## config.mk

```make
export PLATFORM = sky130hd
export DESIGN_NAME = scenario_loader
export DESIGN_NICKNAME = d
export VERILOG_FILES = /design/src/rtl/scenario_pkg.sv /design/src/rtl/btn_debounce.sv /design/src/rtl/scenario_loader.sv
export SDC_FILE = /design/constraint.sdc
export NUM_CORES = 1
export LEC_CHECK = 0
export CAP_MARGIN = 10
export CORE_AREA = 2 2 212 214
export DETAILED_ROUTE_END_ITERATION = 8
export DIE_AREA = 0 0 214 216
export GPL_TIMING_DRIVEN = 1
export PLACE_DENSITY = 0.65
export SYNTH_ARGS = -nofsm -noshare
export SYNTH_HDL_FRONTEND = slang
export SYNTH_SLANG_ARGS = --single-unit
export TNS_END_PERCENT = 50
```

## constraint.sdc

```tcl
create_clock -name clk -period 5.76 [get_ports clk]
set_clock_uncertainty 0.1 [all_clocks]
set_input_delay 1.152 -clock clk [delete_from_list [all_inputs] [get_ports clk]]
set_output_delay 1.152 -clock clk [all_outputs]
set_load 0.02 [all_outputs]
```

## src/rtl/scenario_pkg.sv

```systemverilog
// Shared types, constants and the per-sprite initial-condition generator
// used by scenario_loader.
package scenario_pkg;

  typedef enum logic [1:0] {
    IDLE = 2'd0,
    LOAD = 2'd1,
    HOLD = 2'd2,
    RUN  = 2'd3
  } state_t;

  localparam logic signed [31:0] UNIT_POS = 32'sh0100_0000;
  localparam logic signed [31:0] BASE_VEL = 32'sh0010_0000;
  localparam logic signed [31:0] STEP_POS = 32'sh0080_0000;

  typedef struct packed {
    logic [31:0] loc_x;
    logic [31:0] loc_y;
    logic [31:0] vel_x;
    logic [31:0] vel_y;
  } entry_t;

  // Location/velocity of sprite idx for a scenario; unknown scenarios yield all zero.
  function automatic entry_t scenario_entry(input logic [7:0]  scen,
                                            input logic [15:0] idx,
                                            input logic [3:0]  shift,
                                            input logic [15:0] sprites);
    entry_t             e;
    logic signed [31:0] mag;
    logic signed [31:0] vel;
    logic signed [31:0] ii;
    logic signed [31:0] half;
    logic signed [31:0] pair;
    e    = '0;
    mag  = UNIT_POS * (32'sd1 + $signed({18'd0, idx[15:2]}));
    vel  = BASE_VEL >>> shift;
    ii   = $signed({16'd0, idx});
    half = $signed({17'd0, sprites[15:1]});
    pair = $signed({17'd0, idx[15:1]});
    case (scen)
      8'd0, 8'd1: begin
        case (idx[1:0])
          2'd0:    begin e.loc_x = mag;  e.loc_y = mag;  end
          2'd1:    begin e.loc_x = -mag; e.loc_y = -mag; end
          2'd2:    begin e.loc_x = -mag; e.loc_y = mag;  end
          2'd3:    begin e.loc_x = mag;  e.loc_y = -mag; end
          default: begin e.loc_x = 32'd0; e.loc_y = 32'd0; end
        endcase
        if (scen == 8'd1) begin
          e.vel_x = idx[0] ? -vel : vel;
        end else begin
          e.vel_x = 32'd0;
        end
      end
      8'd2: begin
        e.loc_x = (ii - half) * STEP_POS;
      end
      8'd3: begin
        e.loc_y = pair * STEP_POS;
        if (idx[0]) begin
          e.loc_x = UNIT_POS;
          e.vel_x = -vel;
        end else begin
          e.loc_x = -UNIT_POS;
          e.vel_x = vel;
        end
      end
      default: e = '0;
    endcase
    return e;
  endfunction

endpackage

```

## src/rtl/btn_debounce.sv

```systemverilog
// Two-flop synchroniser plus saturating stable-high counter; emits one
// accept pulse per press once the button has been high long enough.
module btn_debounce #(
  parameter logic [15:0] DEBOUNCE_CYCLES = 16'd50000
) (
  input  logic i_clk,
  input  logic i_rst_n,
  input  logic i_btn,
  output logic o_accept
);

  logic        r_meta;
  logic        r_sync;
  logic [15:0] r_cnt;
  logic        r_accept;

  // Counter saturates at the threshold so a held button only fires once.
  always_ff @(posedge i_clk or negedge i_rst_n) begin
    if (!i_rst_n) begin
      r_meta   <= 1'b0;
      r_sync   <= 1'b0;
      r_cnt    <= 16'd0;
      r_accept <= 1'b0;
    end else begin
      r_meta <= i_btn;
      r_sync <= r_meta;
      if (!r_sync) begin
        r_cnt <= 16'd0;
      end else if (r_cnt != DEBOUNCE_CYCLES) begin
        r_cnt <= r_cnt + 16'd1;
      end else begin
        r_cnt <= r_cnt;
      end
      r_accept <= r_sync && (r_cnt == (DEBOUNCE_CYCLES - 16'd1));
    end
  end

  assign o_accept = r_accept;

endmodule

```

## src/rtl/scenario_loader.sv

```systemverilog
// Latches a switch-selected scenario on reset or debounced button press,
// writes the sprite table one entry per cycle, then releases the engine reset.
module scenario_loader
  import scenario_pkg::*;
#(
  parameter int          SPRITES         = 4,
  parameter int          DIMENSIONS      = 2,
  parameter int          WIDTH           = 32,
  parameter int          NUM_SCENARIOS   = 4,
  parameter logic [15:0] DEBOUNCE_CYCLES = 16'd50000,
  parameter logic [7:0]  HOLD_CYCLES     = 8'd16
) (
  input  logic                                         clk,
  input  logic                                         rst_n,
  input  logic [15:0]                                  sel,
  input  logic                                         load_btn,
  output logic [SPRITES-1:0][DIMENSIONS-1:0][WIDTH-1:0] init_locations,
  output logic [SPRITES-1:0][DIMENSIONS-1:0][WIDTH-1:0] init_velos,
  output logic                                         engine_rst_n,
  output logic                                         busy,
  output logic                                         sel_invalid,
  output logic [7:0]                                   active_scenario
);

  localparam int         IDX_W      = (SPRITES > 1) ? $clog2(SPRITES) : 1;
  localparam logic [8:0] NUM_SCEN_L = 9'(NUM_SCENARIOS);

  state_t r_state;
  state_t w_next_state;

  logic [15:0]      r_sel_meta;
  logic [15:0]      r_sel_sync;
  logic             r_auto_load;
  logic [IDX_W-1:0] r_idx;
  logic [7:0]       r_hold_cnt;
  logic [3:0]       r_shift;
  logic             r_engine_rst_n;
  logic             r_busy;
  logic             r_sel_invalid;
  logic [7:0]       r_active;
  logic [SPRITES-1:0][DIMENSIONS-1:0][WIDTH-1:0] r_locs;
  logic [SPRITES-1:0][DIMENSIONS-1:0][WIDTH-1:0] r_velos;

  logic       w_accept;
  logic       w_last_sprite;
  logic       w_hold_done;
  logic       w_latch;
  logic       w_write;
  logic       w_rearm;
  logic       w_busy_d;
  logic       w_engine_rst_n_d;
  logic       w_sel_oor;
  entry_t     w_entry;
  logic [WIDTH-1:0] w_loc_x;
  logic [WIDTH-1:0] w_loc_y;
  logic [WIDTH-1:0] w_vel_x;
  logic [WIDTH-1:0] w_vel_y;

  btn_debounce #(
    .DEBOUNCE_CYCLES(DEBOUNCE_CYCLES)
  ) u_btn_debounce (
    .i_clk   (clk),
    .i_rst_n (rst_n),
    .i_btn   (load_btn),
    .o_accept(w_accept)
  );

  assign w_last_sprite = (r_idx == IDX_W'(SPRITES - 1));
  assign w_hold_done   = (r_hold_cnt >= (HOLD_CYCLES - 8'd1));
  assign w_sel_oor     = ({1'b0, r_sel_sync[7:0]} >= NUM_SCEN_L);

  assign w_entry = scenario_entry(r_active, 16'(r_idx), r_shift, 16'(SPRITES));
  assign w_loc_x = WIDTH'($signed(w_entry.loc_x));
  assign w_loc_y = WIDTH'($signed(w_entry.loc_y));
  assign w_vel_x = WIDTH'($signed(w_entry.vel_x));
  assign w_vel_y = WIDTH'($signed(w_entry.vel_y));

  // State register.
  always_ff @(posedge clk or negedge rst_n) begin
    if (!rst_n) begin
      r_state <= IDLE;
    end else begin
      r_state <= w_next_state;
    end
  end

  // Next-state logic; requests arriving in LOAD/HOLD are simply not looked at.
  always_comb begin
    w_next_state = r_state;
    case (r_state)
      IDLE: begin
        if (r_auto_load || w_accept) w_next_state = LOAD;
        else                         w_next_state = IDLE;
      end
      LOAD: begin
        if (w_last_sprite) w_next_state = HOLD;
        else               w_next_state = LOAD;
      end
      HOLD: begin
        if (w_hold_done) w_next_state = RUN;
        else             w_next_state = HOLD;
      end
      RUN: begin
        if (w_accept) w_next_state = IDLE;
        else          w_next_state = RUN;
      end
      default: w_next_state = IDLE;
    endcase
  end

  // Output decode; status flags are registered from the upcoming state.
  always_comb begin
    w_latch          = (r_state == IDLE) && (r_auto_load || w_accept);
    w_write          = (r_state == LOAD);
    w_rearm          = (r_state == RUN) && w_accept;
    w_busy_d         = (w_next_state == LOAD) || (w_next_state == HOLD);
    w_engine_rst_n_d = (w_next_state == RUN);
  end

  // Datapath: switch sync, scenario latch, table writes, hold counter.
  always_ff @(posedge clk or negedge rst_n) begin
    if (!rst_n) begin
      r_sel_meta     <= 16'd0;
      r_sel_sync     <= 16'd0;
      r_auto_load    <= 1'b1;
      r_idx          <= '0;
      r_hold_cnt     <= 8'd0;
      r_shift        <= 4'd0;
      r_engine_rst_n <= 1'b0;
      r_busy         <= 1'b0;
      r_sel_invalid  <= 1'b0;
      r_active       <= 8'd0;
      r_locs         <= '0;
      r_velos        <= '0;
    end else begin
      r_sel_meta     <= sel;
      r_sel_sync     <= r_sel_meta;
      r_engine_rst_n <= w_engine_rst_n_d;
      r_busy         <= w_busy_d;

      // A request seen in RUN is replayed through IDLE via the auto-load flag.
      if (w_latch) begin
        r_auto_load   <= 1'b0;
        r_idx         <= '0;
        r_shift       <= r_sel_sync[11:8];
        r_sel_invalid <= w_sel_oor;
        r_active      <= w_sel_oor ? 8'd0 : r_sel_sync[7:0];
      end else if (w_rearm) begin
        r_auto_load <= 1'b1;
      end else begin
        r_auto_load <= r_auto_load;
      end

      if (w_write) begin
        for (int d = 0; d < DIMENSIONS; d++) begin
          if (d == 0) begin
            r_locs[r_idx][d]  <= w_loc_x;
            r_velos[r_idx][d] <= w_vel_x;
          end else if (d == 1) begin
            r_locs[r_idx][d]  <= w_loc_y;
            r_velos[r_idx][d] <= w_vel_y;
          end else begin
            r_locs[r_idx][d]  <= '0;
            r_velos[r_idx][d] <= '0;
          end
        end
        if (w_last_sprite) r_idx <= '0;
        else               r_idx <= r_idx + IDX_W'(1);
      end

      if (r_state == HOLD) begin
        r_hold_cnt <= r_hold_cnt + 8'd1;
      end else begin
        r_hold_cnt <= 8'd0;
      end
    end
  end

  assign init_locations  = r_locs;
  assign init_velos      = r_velos;
  assign engine_rst_n    = r_engine_rst_n;
  assign busy            = r_busy;
  assign sel_invalid     = r_sel_invalid;
  assign active_scenario = r_active;

endmodule
```

# Yosys cells after proc, flatten, opt, wreduce, memory -nomap -nowiden
# Index checks and enable logic that the tools add are counted.
[word_totals]
ff_bits = 583
latchBits = 0
ram_bits = 0
rom_bits = 0
inputBits = 19
out_inout_bits = 523
elab_cells = 99
n_memories = 0
[op_classes]
n_addsub = 5
multipliers = 0
div_mod_pow = 0
magnitude_cmp = 4
eq_ne = 15
n_shift = 1
muxes = 29
bitwise_logic = 2
reduce_logical = 12
[op_table]
columns = ["operator", "count"]
rows = [
  ["256-bit bitwise mux", 3],
  ["256-bit 2-to-1 mux", 2],
  ["256-bit AND", 1],
  ["64-bit demux with 2-bit select", 2],
  ["256-bit inverter", 1],
  ["64-bit case mux with 4 select lines", 1],
  ["32-bit 2-to-1 mux", 4],
  ["64-bit case mux with 2 select lines", 1],
  ["32-bit case mux with 3 select lines", 1],
  ["64-bit 2-to-1 mux", 1],
  ["16-bit 2-to-1 mux", 2],
  ["32-bit negation", 1],
  ["22-bit by 4-bit >>> shifter with 32-bit output (first input constant)", 1],
  ["16-bit by 1-bit adder with 16-bit output (second input constant)", 1],
  ["16-bit == test (second input constant)", 1],
  ["8-bit by 2-bit == test with 1-bit output (second input constant)", 2],
  ["8-bit 2-to-1 mux", 2],
  ["16-bit != test (second input constant)", 1],
  ["2-bit == test (second input constant)", 6],
  ["2-bit 2-to-1 mux", 5],
  ["8-bit by 1-bit adder with 8-bit output (second input constant)", 1],
  ["8-bit by 1-bit == test with 1-bit output (second input constant)", 1],
  ["8-bit by 3-bit greater-or-equal comparator with 1-bit output (second input constant)", 1],
  ["8-bit by 4-bit greater-or-equal comparator with 1-bit output (second input constant)", 1],
  ["other kinds (14)", 25],
]

# Longest topological paths before layout
# Gate-level depths: netlist of the first run.
[logic_depth]
word_depth = 8
mapped_depth = 8
ltp_nobuf = 6

# Hierarchy
# Synthesis of the first run repeated with hierarchy kept, for this count alone.
[unflattened]
hier_cells = 1272
area_unflattened_um2 = 13817.0
[modules_own_cells]
columns = ["mod", "instances", "cells_each", "area_each_um2", "seq_area_each_um2"]
rows = [
  ["scenario_loader", 1, 1175, 12826.1, 7708.6],
  ["btn_debounce", 1, 97, 991.0, 475.5],
]

# Least setup slack after synthesis of the first run
# No wires, ideal clock.
[synth_timing]
path_kind = "register to register"
start = "register r_shift[1]"
end = "register r_velos, in the netlist init_velos[75]"
setup_time_ns = 0.138
arrival_ns = 1.888
required_ns = 5.522
slack_ns = 3.634
path_stages_with_launch = 9
path_buffers = 2
period_less_slack_ns = 2.126
cell_sequence = "dfrtp_1 clkbuf_1 nand4b_1 ha_1 clkbuf_1 a21oi_1 o2bb2ai_1 o31ai_1 o21ai_0"
[synth_via]
elab_chain_len = 8
[synth_lines]
columns = ["item", "line", "text"]
rows = [
  ["start, declared", "scenario_loader.sv:36", "logic [3:0] r_shift;"],
  ["start signal, assigned", "scenario_loader.sv:145", "r_shift <= r_sel_sync[11:8];"],
  ["22-bit by 4-bit >>> shifter with 32-bit output *", "scenario_pkg.sv:36", "vel = BASE_VEL >>> shift;"],
  ["32-bit negation", "scenario_pkg.sv:50, scenario_pkg.sv:62", ""],
  ["32-bit 2-to-1 mux *", "scenario_pkg.sv:50, scenario_pkg.sv:60", ""],
  ["32-bit 2-to-1 mux", "scenario_pkg.sv:49", "if (scen == 8'd1) begin"],
  ["64-bit case mux with 2 select lines *", "scenario_pkg.sv:40", "case (scen)"],
  ["256-bit bitwise mux *", "scenario_loader.sv:158", "r_velos[r_idx][d] <= w_vel_x;"],
  ["256-bit 2-to-1 mux *", "scenario_loader.sv:154", "if (w_write) begin"],
  ["256-bit AND (no source line) *", "-", ""],
  ["end signal, assigned by index", "scenario_loader.sv:158", ""],
  ["end signal, assigned by index", "scenario_loader.sv:161", "r_velos[r_idx][d] <= w_vel_y;"],
  ["end, declared", "scenario_loader.sv:42", "logic [SPRITES-1:0][DIMENSIONS-1:0][WIDTH-1:0] r_velos;"],
]
# Every way passes the cells marked *; elsewhere a longest branch is shown, timed or not. The select of a mux whose other input is x is not followed.
# A chain may end at the register's enable or synchronous reset.

# Final worst setup path of the first run
[layout_timing]
start = "register r_shift[3]"
end = "register r_velos, in the netlist init_velos[77]"
# Same word-level chain as after synthesis.

==> metrics.yaml, run 1 <==
run_status:
  status: "complete, no violations"
synth:
  synth_edf_count: 0
  ys_ff_latch: 327
  ys.flop_type: "dfrtp_1"
  syn_area_um2: 13700
  postSynthAreaPerCell_um2: 10.9
  yosysWarningCount: 0
  synth_cells: 1256
  synth_cell_types: 59
  async_flop_share_pct: 100
  synth_seq_area_share_pct: 59.5
clocking:
  clock-sinks: 327
  cts_hold_buf: 0
  cts-resized-gates: 0
  cts_root_buf: "clkbuf_16"
  tritoncts: "done"
  cts_htree_levels: 2
  cts.reportedPaths.clkPinSlew_ps: 60
  cts.path.max_buffers: 3
  clk_latency_ps: 540
  numCtsBuffers: 37
  cts_setup_buffers: 0
critical_path:
  worstPathCellList: "nand4b_1 > ha_1 > nor2b_1 > nor2_1 > a32oi_1 > o21ai_0"
  end_kind: "flip-flop"
  crit_arrival_ps: 3370
  crit_fanout: 26
  crit_required_ps: 6050
  cpMaxStageDelayCell: "dfrtp_1"
  crit_family: "flip-flops"
  start_kind: "flip-flop"
  crit_buf_inv: 0
  max_stage_delay_ps: 850
  worst-setup-path-type: "flip-flop to flip-flop"
drt:
  via_count: 8768
  ant_nets: 0
  dr.pass1.iters: 4
  post_drt_wl_per_cell_um: 15.1
  avgViaCountPerCell: 4.09
  initialDrtViolationCount: 499
  wirelength_mm: 32.3
  drc: 0
timing:
  fmax_mhz: 324
  finalSetupViolCount: 0
  hold_viol: 0
  worst_slew_pin_slew_ps: 925
  min_period_ps: 3090
  final_max_slew_viol_count: 0
  setup-tns-final_ps: 0
  timing.slew.headroom_pct: 38.3
  timing.final.crit_share_pct: 53.6
  rsz0062_at_grt: "no"
final_layout:
  layout.nets: 1554
  postLayoutCoreUtil_pct: 40.4
  fin_area_um2: 17700
  syn_to_final_growth_pct: 28.8
  drive_gt1_share_pct: 4.96
floorplanning:
  coreArea_um2: 43800
  initial_core_util_pct: 31.4
  dieHeight_um: 216
  die_area_um2: 46200
  io-pin-count: 542
  die_w_um: 214
  fp-row-count: 77
power_and_ir_drop:
  p_leak_uw: 0.00835
  power_density_nw_per_um2: 270
  max-vdd-ir-drop_mv: 0.199
grt:
  grt_max_degree: 131
  grt_pass1_wl_mm: 49.3
  grt_antenna_before_repair: 4
  grtUsageTotal_pct: 13.5
  grt_pass1_vias: 8412
  grt-ovfl-total: 0
placed_design:
  port_buffers: 333
  place_area_um2: 16500
  finalWeightedCongestion: 0.754
  dpl.hpwl_mm: 22.0
flow_run:
  maxCapViolCount: 0
worst_hold_path:
  hp-class: "flip-flop to flip-flop"
==> cells in the mapped netlist (all sizes together) (2+ instances only) <==
| cell | n | area share [%] |
|---|---|---|
| a21oi | 3 | 0.11 |
| mux2i | 7 | 0.51 |
| o221ai | 2 | 0.13 |
| xor2 | 8 | 0.51 |
| o2111ai | 3 | 0.19 |
| and2 | 146 | 6.7 |
| xnor2 | 8 | 0.51 |
| nand3 | 20 | 0.73 |
| or3 | 2 | 0.10 |
| nor4 | 10 | 0.46 |
| dfrtp | 326 | 59 |
| nor4b | 2 | 0.13 |
| a22o | 2 | 0.13 |
| dlygate4sd1 | 2 | 0.13 |
| nand4b | 3 | 0.19 |
| a21o | 2 | 0.11 |
| nand2b | 6 | 0.27 |
| buf | 267 | 14 |
| o31ai | 12 | 0.66 |
| nor2 | 16 | 0.49 |
| or4 | 3 | 0.22 |
| mux2 | 5 | 0.41 |
| o21ai | 91 | 3.3 |
| nor3 | 7 | 0.25 |
| and3 | 4 | 0.18 |
| nand4 | 7 | 0.32 |
| ha | 9 | 0.82 |
| clkbuf | 41 | 1.1 |
| o211ai | 4 | 0.22 |
| inv | 8 | 0.22 |
| nand2 | 205 | 5.6 |
| nor2b | 4 | 0.18 |
| nand3b | 3 | 0.16 |
==> layer usage <==
layer / global-route usage, % / routed length [µm] / up-vias
met1: 17.1 / 13500 / 4255
met3: 5.17 / 2730 / 61
met2: 21.1 / 15100 / 313
met5: 0 / 40 / -
li1: - / - / 4133
met4: 4.69 / 908 / 6
==> kinds of logic after synthesis <==
| family | after synthesis | synth area share [%] |
|---|---|---|
| and+or+nand+nor | 442 | 16.2 |
| DFF | 327 | 59.5 |
| buffers and inverters | 318 | 15.9 |
| AOI/OAI and AO/OA | 131 | 5.60 |
| xor gates and xnor gates | 16 | 1.02 |
| muxes | 12 | 0.919 |
| adders and majority gates | 9 | 0.819 |
| other | 1 | 0.0273 |
==> final cells by class <==
cell class              count  area [µm²]
repair buffers            338        3400
multi-input cells         814        4170
fillers                  4227       26100
diodes                      1        2.50
well taps                 592         741
clock buffers              53        1050
clock inverters            11         125
inverters                   8        30.0
flip-flops and latches    327        8180
==> worst paths after layout <==
kind                                          to     startpoint  cells past startpoint  slack (ps)
max                               init_velos[77]     r_shift[3]                      6        2670
min                                r_sel_sync[2]  r_sel_meta[2]                      0         250
max reg2reg                       init_velos[77]     r_shift[3]                      6        2670
min reg2reg                        r_sel_sync[2]  r_sel_meta[2]                      0         250
max in group asynchronous         init_velos[13]          rst_n                      2        3900
min in group asynchronous  u_btn_debounce.r_meta          rst_n                      1         500
==> flip-flops by register name, summed over array words and instances, names as in the netlist <==
signal	count
engine_rst_n	1
init_locations	24
u_btn_debounce.r_sync	1
u_btn_debounce.r_cnt	16
init_velos	232
r_hold_cnt	8
r_idx	2
r_sel_sync	12
active_scenario	8
r_shift	4
busy	1
r_state	2
r_sel_meta	12
sel_invalid	1
u_btn_debounce.r_meta	1
u_btn_debounce.o_accept	1
r_auto_load	1
==> placed cells by master, fill, tap and decap left out, types with 4 or more instances in the layout <==
cell / count
o31ai_1: 12
nand3_1: 20
xnor2_1: 8
nor2b_1: 4
nor2_1: 15
nor4_1: 10
clkdlybuf4s50_1: 332
inv_1: 8
mux2i_1: 7
dfrtp_1: 326
nand4_1: 7
xor2_1: 8
o211ai_1: 4
conb_1: 204
ha_1: 9
mux2_2: 5
clkinv_2: 5
clkbuf_8: 4
clkbuf_1: 11
and2_1: 145
o21ai_0: 88
nand2b_1: 6
nor3_1: 7
nand2_1: 201
and3_1: 4
clkbuf_16: 38
==> worst register-to-register path: cells and delay by family (launching register included) <==
family                     cells  cell delay, ps
AOI/OAI and AO/OA              2             780
adders and majority gates      1             390
DFF                            1             850
and+or+nand+nor                3             820
==> power by group <==
group / total, µW / leakage [µW] / switching (µW) / internal [µW]
logic: 180 / 0.00327 / 166 / 14.3
clock network: 2280 / 0.000570 / 920 / 1360
registers: 2320 / 0.00450 / 6.38 / 2310
total: 4770 / 0.00835 / 1090 / 3680
==> metrics by stage <==
stage	instances	power [µW]	setup WS, ps	hold slack, ps
after floorplan	1459	2580	3630	231
after global placement	2079	2540	2810	233
after detailed placement	2079	2540	2680	235
after CTS	2143	4860	2690	247
after global routing	2143	4980	2430	250
final	2144	4770	2670	248
Power figures use the tool's default switching activity.
==> run 2: changes to the inputs <==
- clock period: 5.76 -> 3.1 ns (I/O delays scaled with it)
==> run 2 against run 1 <==
Sequential power increased by 85%. Sequential share of layout area decreased by 0.54 points. Critical path depth unchanged. Non-clock buffer count increased by 18. Critical endpoint is now init_velos[83]. Largest cell class unchanged. Highest routed layer unchanged.
==> metrics.yaml, run 2 (synthesis gave the netlist of run 1 again) <==
grt:
  grt-ovfl-total: 0  # unchanged
  grtUsageTotal_pct: 13.9  # +0.37 points
  grt_antenna_before_repair: 3  # -1
  grt_max_degree: 81  # -38%
  grt_pass1_wl_mm: 50.8  # +3.1%
  grt_pass1_vias: 8727  # +3.7%
power_and_ir_drop:
  clock_power_share_pct: 48.0  # +0.3 points
  seqPwrFrac_pct: 48.1  # -0.4 points
  pwr-share-comb_pct: 3.9  # about the same
  power_density_nw_per_um2: 499  # +85%
  p_leak_uw: 0.00847  # +1.5%
  p_sw_uw: 2020  # +85%
  max-vdd-ir-drop_mv: 0.493  # +150%
  p_int_uw: 6910  # +88%
  sw_frac_of_total_pct: 22.6  # -0.23 points
clocking:
  cts_setup_buffers: 0  # unchanged
  clock-sinks: 327  # unchanged
  cts_hold_buf: 1  # +1
  cts_root_buf: "clkbuf_16"
  cts-resized-gates: 0  # unchanged
  clk_latency_ps: 540  # about the same
  cts.path.max_buffers: 3  # unchanged
  numCtsBuffers: 37  # unchanged
  tritoncts: "done"
  cts.reportedPaths.clkPinSlew_ps: 60  # about the same
  cts_htree_levels: 2  # unchanged
critical_path:
  crit_buf_inv: 0  # unchanged
  r2r_slack_ps: 640  # -2030 ps
  crit_fanout: 11  # -58%
  max_stage_delay_ps: 470  # -380 ps
  cpMaxStageDelayCell: "nor2b_1"
  crit_arrival_ps: 2750  # -620 ps
  worstPathCellList: "nand4b_1 > ha_1 > nor2b_1 > mux2i_1 > o2111ai_1 > o21ai_0"
  rr_worst_depth: 6  # unchanged
  worst-setup-path-type: "flip-flop to flip-flop"
  r2r_start: "r_shift[0]"
  crit_family: "simple AND/OR/NAND/NOR gates"
  end_kind: "flip-flop"
  worstReg2RegEnd: "init_velos[83]"
  start_kind: "flip-flop"
  crit_required_ps: 3390  # -2660 ps
floorplanning:
  io-pin-count: 542  # unchanged
  fp-row-count: 77  # unchanged
  die_area_um2: 46200  # unchanged
  coreArea_um2: 43800  # unchanged
  die_w_um: 214  # unchanged
  initial_core_util_pct: 31.4  # unchanged
  dieHeight_um: 216  # unchanged
placed_design:
  place_area_um2: 16700  # +1.1%
  dp_slack_ps: 644  # -2040 ps
  port_buffers: 333  # unchanged
  finalWeightedCongestion: 0.740  # -1.9%
  dpl.hpwl_mm: 23.1  # +5.1%
final_layout:
  fin_area_um2: 17900  # +1.2%
  drive_gt1_share_pct: 6.07  # +1.1 points
  regArea_um2: 8180  # unchanged
  layout_common_cells: "clkdlybuf4s50_1, dfrtp_1, conb_1, nand2_1, and2_1"
  postLayoutCoreUtil_pct: 40.8  # +0.47 points
  layout.nets: 1572  # +1.2%
  final_common_cell: "clkdlybuf4s50_1"
  antenna_cells: 0  # -1
  fillers: 4246  # +0.45%
  multi_input_area_um2: 4170  # unchanged
  syn_to_final_growth_pct: 30.3
  largest_register_ffs: 232  # unchanged
timing:
  timing.slew.headroom_pct: 50.7  # +12 points
  final_max_slew_viol_count: 0  # unchanged
  fmax_mhz: 407  # +25%
  min_period_ps: 2460  # -627 ps
  setup-tns-final_ps: 0  # unchanged
  timing.final.crit_share_pct: 79.3  # +26 points
  hold_viol: 0  # unchanged
  finalSetupViolCount: 0  # unchanged
  setup_slack_ps: 640  # -2030 ps
  rsz0062_at_grt: "no"
  worst_slew_pin_slew_ps: 733  # -192 ps
flow_run:
  maxCapViolCount: 0  # unchanged
drt:
  post_drt_wl_per_cell_um: 15.2  # +1.0%
  initialDrtViolationCount: 596  # +19%
  ant_nets: 0  # unchanged
  avgViaCountPerCell: 4.10  # +0.24%
  drc: 0  # unchanged
  dr.pass1.iters: 4  # unchanged
  wirelength_mm: 32.8  # +1.7%
  via_count: 8846  # +0.89%
worst_hold_path:
  hold_depth: 0  # unchanged
  holdPathEnd: "r_sel_sync[0]"
  hp-start: "r_sel_meta[0]"
  hp-class: "flip-flop to flip-flop"
run_status:
  status: "complete, no violations"
-- run 2: changes by cell type in the layout (fill, tap and decap cells not counted), moves of 4 or more --
cell / before / now
buf_4: 3 / 16
clkbuf_8: 4 / 9
buf_12: 2 / 6
clkbuf_1: 11 / 7
clkinv_2: 5 / 1
-- run 2: per-stage QoR --
| step | hold slack (ps) | power (µW) | instances |
|---|---|---|---|
| after floorplan | 224 | 4800 | 1459 |
| after global placement | 234 | 4720 | 2096 |
| after detailed placement | 235 | 4730 | 2096 |
| after CTS | 250 | 9100 | 2158 |
| after global routing | 255 | 9310 | 2158 |
| final | 249 | 8940 | 2158 |
-- run 2: layout make-up --
cell class,instances,area share [%]
clock inverter,6,0.384
clock buffer,55,6.29
multi-input combinational,814,23.3
timing repair buffer,356,20.0
sequential,327,45.7
tap,592,4.14
inverter,8,0.168
-- run 2: how the worst max path moves through the flow --
stage                            start                  to  slack [ps]  depth (start not counted)
finish                      r_shift[0]      init_velos[83]         640                          6
global route                r_shift[0]      init_velos[83]         360                          6
CTS                 active_scenario[0]  active_scenario[0]         600                          1
detailed placement          r_shift[0]      init_velos[83]         640                          6
global placement            r_shift[0]      init_velos[83]         740                          6
floorplan                   r_shift[1]      init_velos[75]         970                          8
-- run 2: layer usage --
layer	up-vias	share of wire [%]	track usage, %
met5	-	0.12	0
met4	6	2.1	3.73
met1	4323	42	17.6
met2	303	48	22.4
met3	53	8.2	5.09
li1	4161	-	-
-- run 2: power groups by stage --
stage | sequential [µW] | combinational [µW] | clock (µW)
after floorplan | 4370 | 425 | 0
after global placement | 4380 | 344 | 0
after detailed placement | 4380 | 348 | 0
after CTS | 4300 | 350 | 4450
after global routing | 4300 | 383 | 4620
final | 4300 | 348 | 4290
==> run 3: changes to the inputs <==
- clock period: 3.1 -> 2.4 ns (I/O delays scaled with it)
==> run 3 against run 2 <==
Sequential share of layout area down 0.40 points. Wire length down 0.72%. First-iteration DRC count decreased by 24%. Flip-flop and latch count unchanged. Combinational power rose by 30%. Critical endpoint is now active_scenario[0]. Hold slack worse by 1.2 ps.
==> metrics.yaml, run 3 (synthesis gave the netlist of run 1 again) <==
grt:
  grt-ovfl-total: 0  # unchanged
  grt_max_degree: 87  # +7.4%
  grt_pass1_vias: 8541  # -2.1%
  grt_pass1_wl_mm: 50.2  # -1.2%
  grt_antenna_before_repair: 2  # -1
  grtUsageTotal_pct: 13.7  # -0.14 points
critical_path:
  worst-setup-path-type: "flip-flop to output port"
  r2r_slack_ps: 150  # -490 ps
  end_kind: "output port"
  start_kind: "flip-flop"
  crit_buf_inv: 2  # +2
  r2r_start: "r_idx[0]"
  crit_required_ps: 1820  # -1570 ps
  cpMaxStageDelayCell: "clkdlybuf4s50_1"
  max_stage_delay_ps: 650  # +180 ps
  crit_fanout: 6  # -5
  crit_arrival_ps: 1700  # -1050 ps
  worstPathCellList: "buf_4 > clkdlybuf4s50_1"
  rr_worst_depth: 4  # -2
  crit_family: "buffers and inverters"
  worstReg2RegEnd: "init_velos[89]"
final_layout:
  layout.nets: 1580  # +0.51%
  regArea_um2: 8180  # unchanged
  drive_gt1_share_pct: 6.91  # +0.84 points
  postLayoutCoreUtil_pct: 41.2  # +0.36 points
  layout_common_cells: "clkdlybuf4s50_1, dfrtp_1, conb_1, nand2_1, and2_1"
  largest_register_ffs: 232  # unchanged
  fillers: 4206  # -0.94%
  fin_cells: 2170  # +0.56%
  multi_input_area_um2: 4170  # +0.15%
  antenna_cells: 0  # unchanged
  syn_to_final_growth_pct: 31.4
  final_common_cell: "clkdlybuf4s50_1"
timing:
  finalSetupViolCount: 0  # unchanged
  holdWs_ps: 247  # -1.18 ps
  timing.final.crit_share_pct: 95.2
  hold_viol: 0  # unchanged
  worst_slew_pin_slew_ps: 668  # -64.8 ps
  setup-tns-final_ps: 0  # unchanged
  fmax_mhz: 438
  min_period_ps: 2280
  rsz0062_at_grt: "no"
  final_max_slew_viol_count: 0  # unchanged
  timing.slew.headroom_pct: 55.0  # +4.3 points
clocking:
  cts_setup_buffers: 0  # unchanged
  cts_htree_levels: 2  # unchanged
  tritoncts: "done"
  cts_root_buf: "clkbuf_16"
  clk_latency_ps: 540  # about the same
  cts.reportedPaths.clkPinSlew_ps: 60  # about the same
  cts.path.max_buffers: 3  # unchanged
  numCtsBuffers: 38  # +2.7%
  clock-sinks: 327  # unchanged
floorplanning:
  die_w_um: 214  # unchanged
  initial_core_util_pct: 31.4  # unchanged
  dieHeight_um: 216  # unchanged
  coreArea_um2: 43800  # unchanged
  die_area_um2: 46200  # unchanged
  io-pin-count: 542  # unchanged
  fp-row-count: 77  # unchanged
power_and_ir_drop:
  max-vdd-ir-drop_mv: 0.441  # -11%
  seqPwrFrac_pct: 47.0  # -1.1 points
  sw_frac_of_total_pct: 22.8  # +0.15 points
  pwr-share-comb_pct: 3.8  # about the same
  clock_power_share_pct: 49.2  # +1.2 points
  power_density_nw_per_um2: 655  # +31%
  p_leak_uw: 0.00854  # +0.87%
  p_int_uw: 9130  # +32%
  p_sw_uw: 2700  # +33%
drt:
  ant_nets: 0  # unchanged
  post_drt_wl_per_cell_um: 15.0  # -1.3%
  initialDrtViolationCount: 453  # -24%
  avgViaCountPerCell: 4.07  # -0.79%
  drc: 0  # unchanged
  wirelength_mm: 32.6  # -0.72%
  via_count: 8825  # -0.24%
  dr.pass1.iters: 4  # unchanged
flow_run:
  maxCapViolCount: 0  # unchanged
placed_design:
  port_buffers: 333  # unchanged
  finalWeightedCongestion: 0.740  # about the same
  dpl.hpwl_mm: 22.9  # -1.2%
  dp.cells: 2103  # +0.33%
worst_hold_path:
  hp-class: "flip-flop to flip-flop"
  hp-start: "r_sel_meta[10]"
  holdPathEnd: "r_sel_sync[10]"
  hold_depth: 0  # unchanged
run_status:
  status: "complete, no violations"
[run 3: per-layer routing]
| metal | track usage, % | wire length (µm) | up-vias |
|---|---|---|---|
| li1 | - | - | 4194 |
| met1 | 17.6 | 13700 | 4278 |
| met2 | 21.8 | 15500 | 304 |
| met3 | 5.27 | 2740 | 45 |
| met4 | 3.47 | 543 | 4 |
| met5 | 0 | 24 | - |
[run 3: layout make-up]
cell class                 count  share of cell area [%]
multi-input combinational    814                    23.1
timing repair buffer         363                    20.3
sequential                   327                    45.3
tap                          592                    4.10
clock inverter                17                    1.18
clock buffer                  49                    5.83
inverter                       8                   0.166
[run 3: worst register-to-register path, stage by stage, from the launching register on]
cell and delay, ps:
dfrtp_1 480, or4bb_1 570, a311oi_2 560, nand3_1 320
nand2_1 150
[run 3: how the worst max path moves through the flow]
stage | endpoint | slack, ps | cells after the start | start
floorplan | init_velos[75] | 270 | 8 | r_shift[1]
CTS | active_scenario[0] | 40 | 2 | active_scenario[0]
global route | active_scenario[0] | 10 | 2 | active_scenario[0]
detailed placement | init_velos[89] | 180 | 4 | r_idx[0]
global placement | init_velos[95] | 200 | 4 | r_idx[0]
finish | active_scenario[0] | 120 | 2 | active_scenario[0]
[run 3: power by group through the flow]
| stage | registers (µW) | clock network (µW) | logic (µW) |
|---|---|---|---|
| after floorplan | 5650 | 0 | 548 |
| after global placement | 5650 | 0 | 447 |
| after detailed placement | 5660 | 0 | 452 |
| after CTS | 5560 | 6050 | 454 |
| after global routing | 5560 | 6270 | 496 |
| final | 5560 | 5830 | 451 |
[run 3: stage by stage]
stage | power, µW | setup WS [ps] | cell area [µm²]
floorplan | 6200 | 274 | 14500
global placement | 6100 | 196 | 16800
detailed placement | 6110 | 177 | 16800
CTS | 12100 | 42.8 | 18100
global route | 12300 | 10.9 | 18100
finish | 11800 | 115 | 18100
[run 3: repair_timing]
action | in CTS | in global routing
resized for setup | 0 | 1
endpoints found under the setup margin | 0 | 2
hold buffers | 1 | 0
endpoints found under the hold margin | 34 | 0
